$ cat src/rtl/display_scan_ctrl.sv
// Four-digit seven-segment scan controller: steps the digit select, drives active-low anodes
// with a per-slot blanking gap, and commits new results only at frame boundaries.
module display_scan_ctrl #(
   parameter int unsigned DWELL = 50000,
   parameter int unsigned BLANK = 500
) (
   input  logic       clk,
   input  logic       rst,
   input  logic       en,
   input  logic       load,
   input  logic [8:0] res_in,
   input  logic       op_in,
   output logic [8:0] resultado,
   output logic       Sel_op,
   output logic [1:0] sel_disp,
   output logic [3:0] an,
   output logic       pending,
   output logic       upd_done,
   output logic       frame_tick
);

   localparam int unsigned CW = (DWELL > 2) ? $clog2(DWELL) : 1;

   localparam logic [1:0] StOff = 2'd0;
   localparam logic [1:0] StGap = 2'd1;
   localparam logic [1:0] StOn  = 2'd2;

   logic [CW-1:0] cnt_q, cnt_d;
   logic [1:0]    slot_d;
   logic [1:0]    scan_state;
   logic [3:0]    an_d;
   logic [8:0]    shadow_q;
   logic          shadow_op_q;
   logic          last, wrap, commit;

   always_comb begin
      last   = (cnt_q == CW'(DWELL - 1));
      wrap   = en && last && (sel_disp == 2'b11);
      commit = pending && (!en || wrap);

      cnt_d  = cnt_q + CW'(1);
      slot_d = sel_disp;
      if (!en) begin
         cnt_d  = '0;
         slot_d = 2'b00;
      end else if (last) begin
         cnt_d  = '0;
         slot_d = sel_disp + 2'd1;
      end

      // State is evaluated for the cycle being entered so the anode register lines up with cnt.
      if (!en) begin
         scan_state = StOff;
      end else if ((BLANK > 0) && (32'(cnt_d) < BLANK)) begin
         scan_state = StGap;
      end else begin
         scan_state = StOn;
      end

      an_d = 4'b1111;
      if (scan_state == StOn) begin
         unique case (slot_d)
            2'b00: an_d = 4'b1110;
            2'b01: an_d = 4'b0111;
            2'b10: an_d = 4'b1011;
            2'b11: an_d = 4'b1101;
            default: an_d = 4'b1111;
         endcase
      end
   end

   always_ff @(posedge clk) begin
      if (rst) begin
         cnt_q       <= '0;
         sel_disp    <= 2'b00;
         an          <= 4'b1111;
         resultado   <= '0;
         Sel_op      <= 1'b0;
         shadow_q    <= '0;
         shadow_op_q <= 1'b0;
         pending     <= 1'b0;
         upd_done    <= 1'b0;
         frame_tick  <= 1'b0;
      end else begin
         cnt_q      <= cnt_d;
         sel_disp   <= slot_d;
         an         <= an_d;
         upd_done   <= commit;
         frame_tick <= wrap;
         if (commit) begin
            resultado <= shadow_q;
            Sel_op    <= shadow_op_q;
         end
         // A load on the commit edge is captured after the old shadow has been copied out.
         if (load) begin
            shadow_q    <= res_in;
            shadow_op_q <= op_in;
            pending     <= 1'b1;
         end else if (commit) begin
            pending <= 1'b0;
         end
      end
   end

endmodule

$ cat config.mk
export PLATFORM = sky130hd
export DESIGN_NAME = display_scan_ctrl
export DESIGN_NICKNAME = d
export VERILOG_FILES = /design/src/rtl/display_scan_ctrl.sv
export SDC_FILE = /design/constraint.sdc
export NUM_CORES = 1
export LEC_CHECK = 0
export CAP_MARGIN = 0
export CORE_ASPECT_RATIO = 0.8
export CORE_MARGIN = 5
export CORE_UTILIZATION = 52
export CTS_CLUSTER_DIAMETER = 60
export DETAILED_ROUTE_END_ITERATION = 6
export PLACE_DENSITY = 0.77
export SETUP_SLACK_MARGIN = 0.05
export SLEW_MARGIN = 20
export SYNTH_ARGS = -nofsm -noshare
export SYNTH_HDL_FRONTEND = slang
export SYNTH_SLANG_ARGS = --single-unit
export TNS_END_PERCENT = 50
$ cat constraint.sdc
create_clock -name clk -period 2.5 [get_ports clk]
set_input_delay 0.25 -clock clk [delete_from_list [all_inputs] [get_ports clk]]
set_output_delay 0.25 -clock clk [all_outputs]
set_load 0.02 [all_outputs]
# --- Word-level counts from Yosys, hierarchy flattened ---
# Index checks and enable logic that the tools add are counted.
op_classes:
  add_sub_neg: 2
  n_lt_le_gt_ge: 1
  n_eq_ne: 6
  muxes: 9
  bitwise: 1
  n_reduce_logical: 8
ops:
  columns: ["cell", "n"]
  rows:
  - ["16-bit 2-to-1 mux", 2]
  - ["16-bit by 1-bit adder with 16-bit output (second input constant)", 1]
  - ["16-bit equality test (second input constant)", 1]
  - ["16-bit by 9-bit < comparator with 1-bit output (second input constant)", 1]
  - ["4-bit case mux with 4 select lines", 1]
  - ["2-bit equality test (second input constant)", 4]
  - ["2-bit 2-to-1 mux", 4]
  - ["1-bit logical AND", 3]
  - ["2-bit by 1-bit adder with 2-bit output (second input constant)", 1]
  - ["2-bit by 1-bit equality test with 1-bit output (second input constant)", 1]
  - ["2-bit zero test", 1]
  - ["1-bit 2-to-1 mux", 2]
  - ["2-bit nonzero test", 1]
  - ["2-bit OR reduction", 1]
  - ["1-bit zero test", 1]
  - ["1-bit logical OR", 1]
  - ["1-bit NOT", 1]
totals:
  regBits: 45
  in_bits: 14
  output_inout_bits: 19
  wordCells: 37

# --- Logic depth before layout (Yosys ltp) ---
depth:
  depth_word: 9
  ltp_mapped: 9
  ltp_nobuf: 6

# --- Worst setup path before layout ---
# No wires, ideal clock.
synth_path:
  path_type: "flip-flop to flip-flop"
  start: "register cnt_q[0]"
  end: "register resultado[0]"
  setup_time_ns: 0.132
  t_arrival_ns: 2.120
  t_required_ns: 2.368
  setup_slack_ns: 0.247
  stages_incl_launch_ff: 10
  path_buffers: 3
  period_less_slack_ns: 2.253
  path_cell_list: "dfxtp_1 -> ha_1 -> clkbuf_1 -> nand4_1 -> or4_1 -> buf_6 -> o21a_4 -> buf_6 -> o21ai_1 -> a21oi_1"
synth_between:
  elab_chain_cells: 5
synth_lines:
  columns: ["item", "line", "text"]
  rows:
  - ["start, declared", "28", "logic [CW-1:0] cnt_q, cnt_d;"]
  - ["start signal, assigned", "85", "cnt_q <= cnt_d;"]
  - ["16-bit equality test", "37", "last = (cnt_q == CW'(DWELL - 1));"]
  - ["1-bit logical AND (2 in a row)", "38", "wrap = en && last && (sel_disp == 2'b11);"]
  - ["1-bit logical OR", "39", "commit = pending && (!en || wrap);"]
  - ["1-bit logical AND", "39", null]
  - ["end signal, assigned", "91", "resultado <= shadow_q;"]
  - ["end, declared", "13", "output logic [8:0] resultado,"]
# Every way passes these cells.
# A chain may end at the register's enable or synchronous reset.

# --- Final worst setup path ---
layout_path:
  start: "register cnt_q[1]"
  end: "register an[1]"
layout_between:
  elab_chain_cells: 9
  word_cells_on_any_way: 17
  cone_classes: "add/sub: 1; order compare: 1; eq/ne: 5; mux: 7; bitwise: 1; reduce/logical: 2"
layout_lines:
  columns: ["item", "line", "text"]
  rows:
  - ["16-bit by 1-bit adder with 16-bit output / 16-bit equality test (equally long branches)", "41, 37", null]
  - ["16-bit 2-to-1 mux", "46", "end else if (last) begin"]
  - ["16-bit 2-to-1 mux", "43", "if (!en) begin"]
  - ["16-bit by 9-bit < comparator with 1-bit output", "54", "end else if ((BLANK > 0) && (32'(cnt_d) < BLANK)) begin"]
  - ["2-bit 2-to-1 mux", "54", null]
  - ["2-bit 2-to-1 mux", "52", "if (!en) begin"]
  - ["2-bit equality test", "61", "if (scan_state == StOn) begin"]
  - ["1-bit NOT (no source line)", null, null]
  - ["2-bit OR reduction (no source line)", null, null]
  - ["end signal, assigned", "87", "an <= an_d;"]
  - ["end, declared", "16", "output logic [3:0] an,"]
# Parallel ways exist; a longest one is shown, timed or not.

==> metrics.md <==
| Metric | Value |
|---|---|
| Status | finished, final reports clean |
| Grt total ovfl | 0 |
| CP endpoint kind | flop |
| Detail Route Antenna Nets | 0 |
| I/O pins | 33 |
| WL per Instance | 13.59 µm |
| Crit Path Max Fanout | 7 |
| FP Rows | 20 |
| Via density | 5.391 |
| Leak | 0.8679 nW |
| Mapped cell area | 0.001992 mm² |
| Hold Path Depth | 2 |
| CTS Hold Bufs | 0 |
| Period utilization | 0.9075 |
| Die extent in y | 65.36 µm |
| Final #Nets | 274 |
| YS warnings | 0 |
| Worst min-delay path class | reg2reg |
| Syn_nets | 242 |
| Via count | 1628 |
| RSZ-0062 raised after global routing | no |
| Final Util | 0.6523 |
| Final Wtd Congestion | 0.8526 |
| Worst-path clk slew | 80 ps |
| Total CTS buffers | 5 |
| Cells on worst reg2reg path | 6 |
| Count of cell types in the netlist | 42 |
| Max-cap violations | 0 |
| Total GRT Usage | 0.1671 |
| Stages on worst setup path | 6 |
| Family with the most delay on the worst path | simple AND/OR/NAND/NOR gates |
| Count of state elements after synthesis | 45 |
| PwrDens | 556.0 mW/mm² |
| P&R area growth vs syn | 22.93% |
| Fin crit period | 2269 ps |
| Most common cell after layout, fill and taps aside | dfxtp_1 |
| Filler instances | 330 |
| Starting Density | 0.5307 |
| Critical path's slowest cell | or3b_2 |
| # setup viols final | 0 |
| Share of cells above drive strength 1 | 0.09690 |
| Total die area | 0.005176 mm² |
| IO Port Bufs | 32 |
| Relative slew slack | 0.5516 |
| Clock H-tree levels | 2 |
| Die width | 79.20 µm |
| Highest cell delay on the worst timing path | 480 ps |
| Drt total wl | 4105 µm |
| Seq/Total Area, Yosys | 0.4523 |
| First-pass GRT wire length | 6706 µm |
| Number of remaining DRC errors | 0 |
| Maximum vdd ir drop | 0.3414 mV |
| Commonest non-fill, non-tap cells in the layout | 45 x dfxtp_1, 40 x nor2_1, 32 x clkdlybuf4s50_1 |
| Final Slew Violations | 0 |
| Final Hold Vio Count | 0 |
| Synth Instances | 226 |
| Req. time, crit path | 2660 ps |
| Drt initial violations | 84 |
| Setup TNS | 0 ps |
| Antenna diodes | 0 |
| Worst Tran Pin Value | 670.4 ps |
| Core area | 0.003754 mm² |
| # Post-CTS Setup Buffers | 0 |
| Reg area | 900.9 µm² |
| Clock skew | 8.251 ps |
| Max Clk Rate | 440.8 MHz |
| Syn_area_per_cell | 8.814 µm² |
| Crit path DAT | 2430 ps |
| Setup Crit Path Kind | reg2reg |
| Clock sinks | 45 |
| Hpwl dp | 2916 µm |
| TritonCTS clock tree | done |
| Max clock buf depth | 2 |
| Clock network latency to the later pin of the worst-skew pair | 300 ps |
| Initial antenna violation count | 0 |
| Clock root cell | clkbuf_8 |
| Cell chain of the critical path | ha_1 > nand3_1 > xor2_1 > or3b_2 > o311ai_1 > o21ai_0 |
| Drt first pass iters | 5 |
| Multi-input gate area | 982.2 µm² |
| Vias in the first global route | 1451 |
| Buf+Inv Stages, Crit Path | 0 |
| Largest net degree at the start of global routing | 23 |
| Critical path launch point type | flop |
final cells by class:
type / count / share of cell area
repair buffers: 42 / 0.1615
multi-input cells: 161 / 0.4011
clock buffers: 5 / 0.02810
clock inverters: 2 / 0.01431
inverters: 3 / 0.004599
well taps: 44 / 0.02248
flip-flops and latches: 45 / 0.3679
final timing paths:
check | start | to | slack (ps)
worst max-delay path | cnt_q[1] | an[1] | 230
worst min-delay path | shadow_q[7] | resultado[7] | 470
worst max register to register | cnt_q[1] | an[1] | 230
worst min register to register | shadow_q[7] | resultado[7] | 470
worst register-to-register path: cells and delay by family, from the launching register on:
kind                     cells  cell delay (ps)
AND/OR/NAND/NOR              2              620
AO/OA/AOI/OAI                2              620
flip-flops                   1              400
adder cells (fa/ha/maj)      1              330
XOR/XNOR                     1              180
where the power goes:
group | switching, W | internal (W)
sequential | 0.00000802 | 0.000732
combinational | 0.0000496 | 0.0000479
clock | 0.000234 | 0.000290
total | 0.000291 | 0.00107
state kept, by name, indices dropped and copies added, names as in the netlist:
signal,count
resultado,9
Sel_op,1
upd_done,1
pending,1
shadow_op_q,1
shadow_q,9
sel_disp,2
cnt_q,16
frame_tick,1
an,4
synth_stat cells, drive strengths merged:
| library cell | number | area, µm² |
|---|---|---|
| a21oi | 13 | 68.82 |
| mux2 | 1 | 11.26 |
| a41o | 1 | 10.01 |
| a2111oi | 1 | 8.760 |
| nor2 | 40 | 150.1 |
| o21ai | 18 | 105.1 |
| clkbuf | 8 | 30.03 |
| o31a | 2 | 17.52 |
| nor3 | 4 | 20.02 |
| o311ai | 1 | 8.760 |
| mux2i | 11 | 110.1 |
| nor4 | 2 | 12.51 |
| or3 | 3 | 18.77 |
| nand3 | 17 | 85.08 |
| or4b | 1 | 10.01 |
| o221ai | 1 | 8.760 |
| ha | 2 | 25.02 |
| o31ai | 1 | 7.510 |
| inv | 3 | 11.26 |
| or3b | 2 | 17.52 |
| xnor2 | 8 | 70.07 |
| xor2 | 6 | 52.55 |
| nand2 | 10 | 37.54 |
| o21a | 3 | 30.02 |
| or4 | 2 | 15.01 |
| a41oi | 1 | 8.760 |
| nor3b | 2 | 15.01 |
| dfxtp | 45 | 900.9 |
| buf | 9 | 71.31 |
| nand4 | 4 | 25.02 |
| nand2b | 1 | 6.260 |
| a21o | 1 | 7.510 |
| o21bai | 1 | 7.510 |
| or2b | 1 | 7.510 |
cell families (layout without fill, tap and decap cells):
group	Yosys count	count (layout)	share of synthesized area
AND/OR/NAND/NOR	89	89	0.2111
XOR/XNOR	14	14	0.06156
multiplexers	12	12	0.06093
buffers and inverters	20	52	0.05653
adder cells (fa/ha/maj)	2	2	0.01256
AO/OA/AOI/OAI	44	44	0.1451
flip-flops	45	45	0.4523
metrics by stage:
| stage | cell area (µm²) | cells | power [W] | setup WS (ps) | hold slack, ps |
|---|---|---|---|---|---|
| floorplan | 1992 | 226 | 0.0008102 | 247.3 | 319.1 |
| global placement | 2341 | 295 | 0.0008535 | 300.5 | 451.3 |
| detailed placement | 2341 | 295 | 0.0008549 | 227.2 | 457.9 |
| CTS | 2445 | 302 | 0.001373 | 223.0 | 470.3 |
| global route | 2449 | 302 | 0.001418 | 59.98 | 488.5 |
| finish | 2449 | 302 | 0.001361 | 231.2 | 468.9 |
per-layer routing:
| layer | GRT usage | vias to the layer above | part of all wire |
|---|---|---|---|
| met3 | 0.04110 | 4 | 0.052 |
| li1 | - | 850 | - |
| met4 | 0.07082 | 0 | 0.010 |
| met1 | 0.2366 | 727 | 0.50 |
| met5 | 0 | - | 0 |
| met2 | 0.2405 | 47 | 0.43 |
what timing repair did:
action,in CTS,in global routing
endpoints found under the setup margin,0,2
hold endpoints to repair,0,0
resized for setup,0,1
No activity file was read; power rests on OpenSTA's default activity.
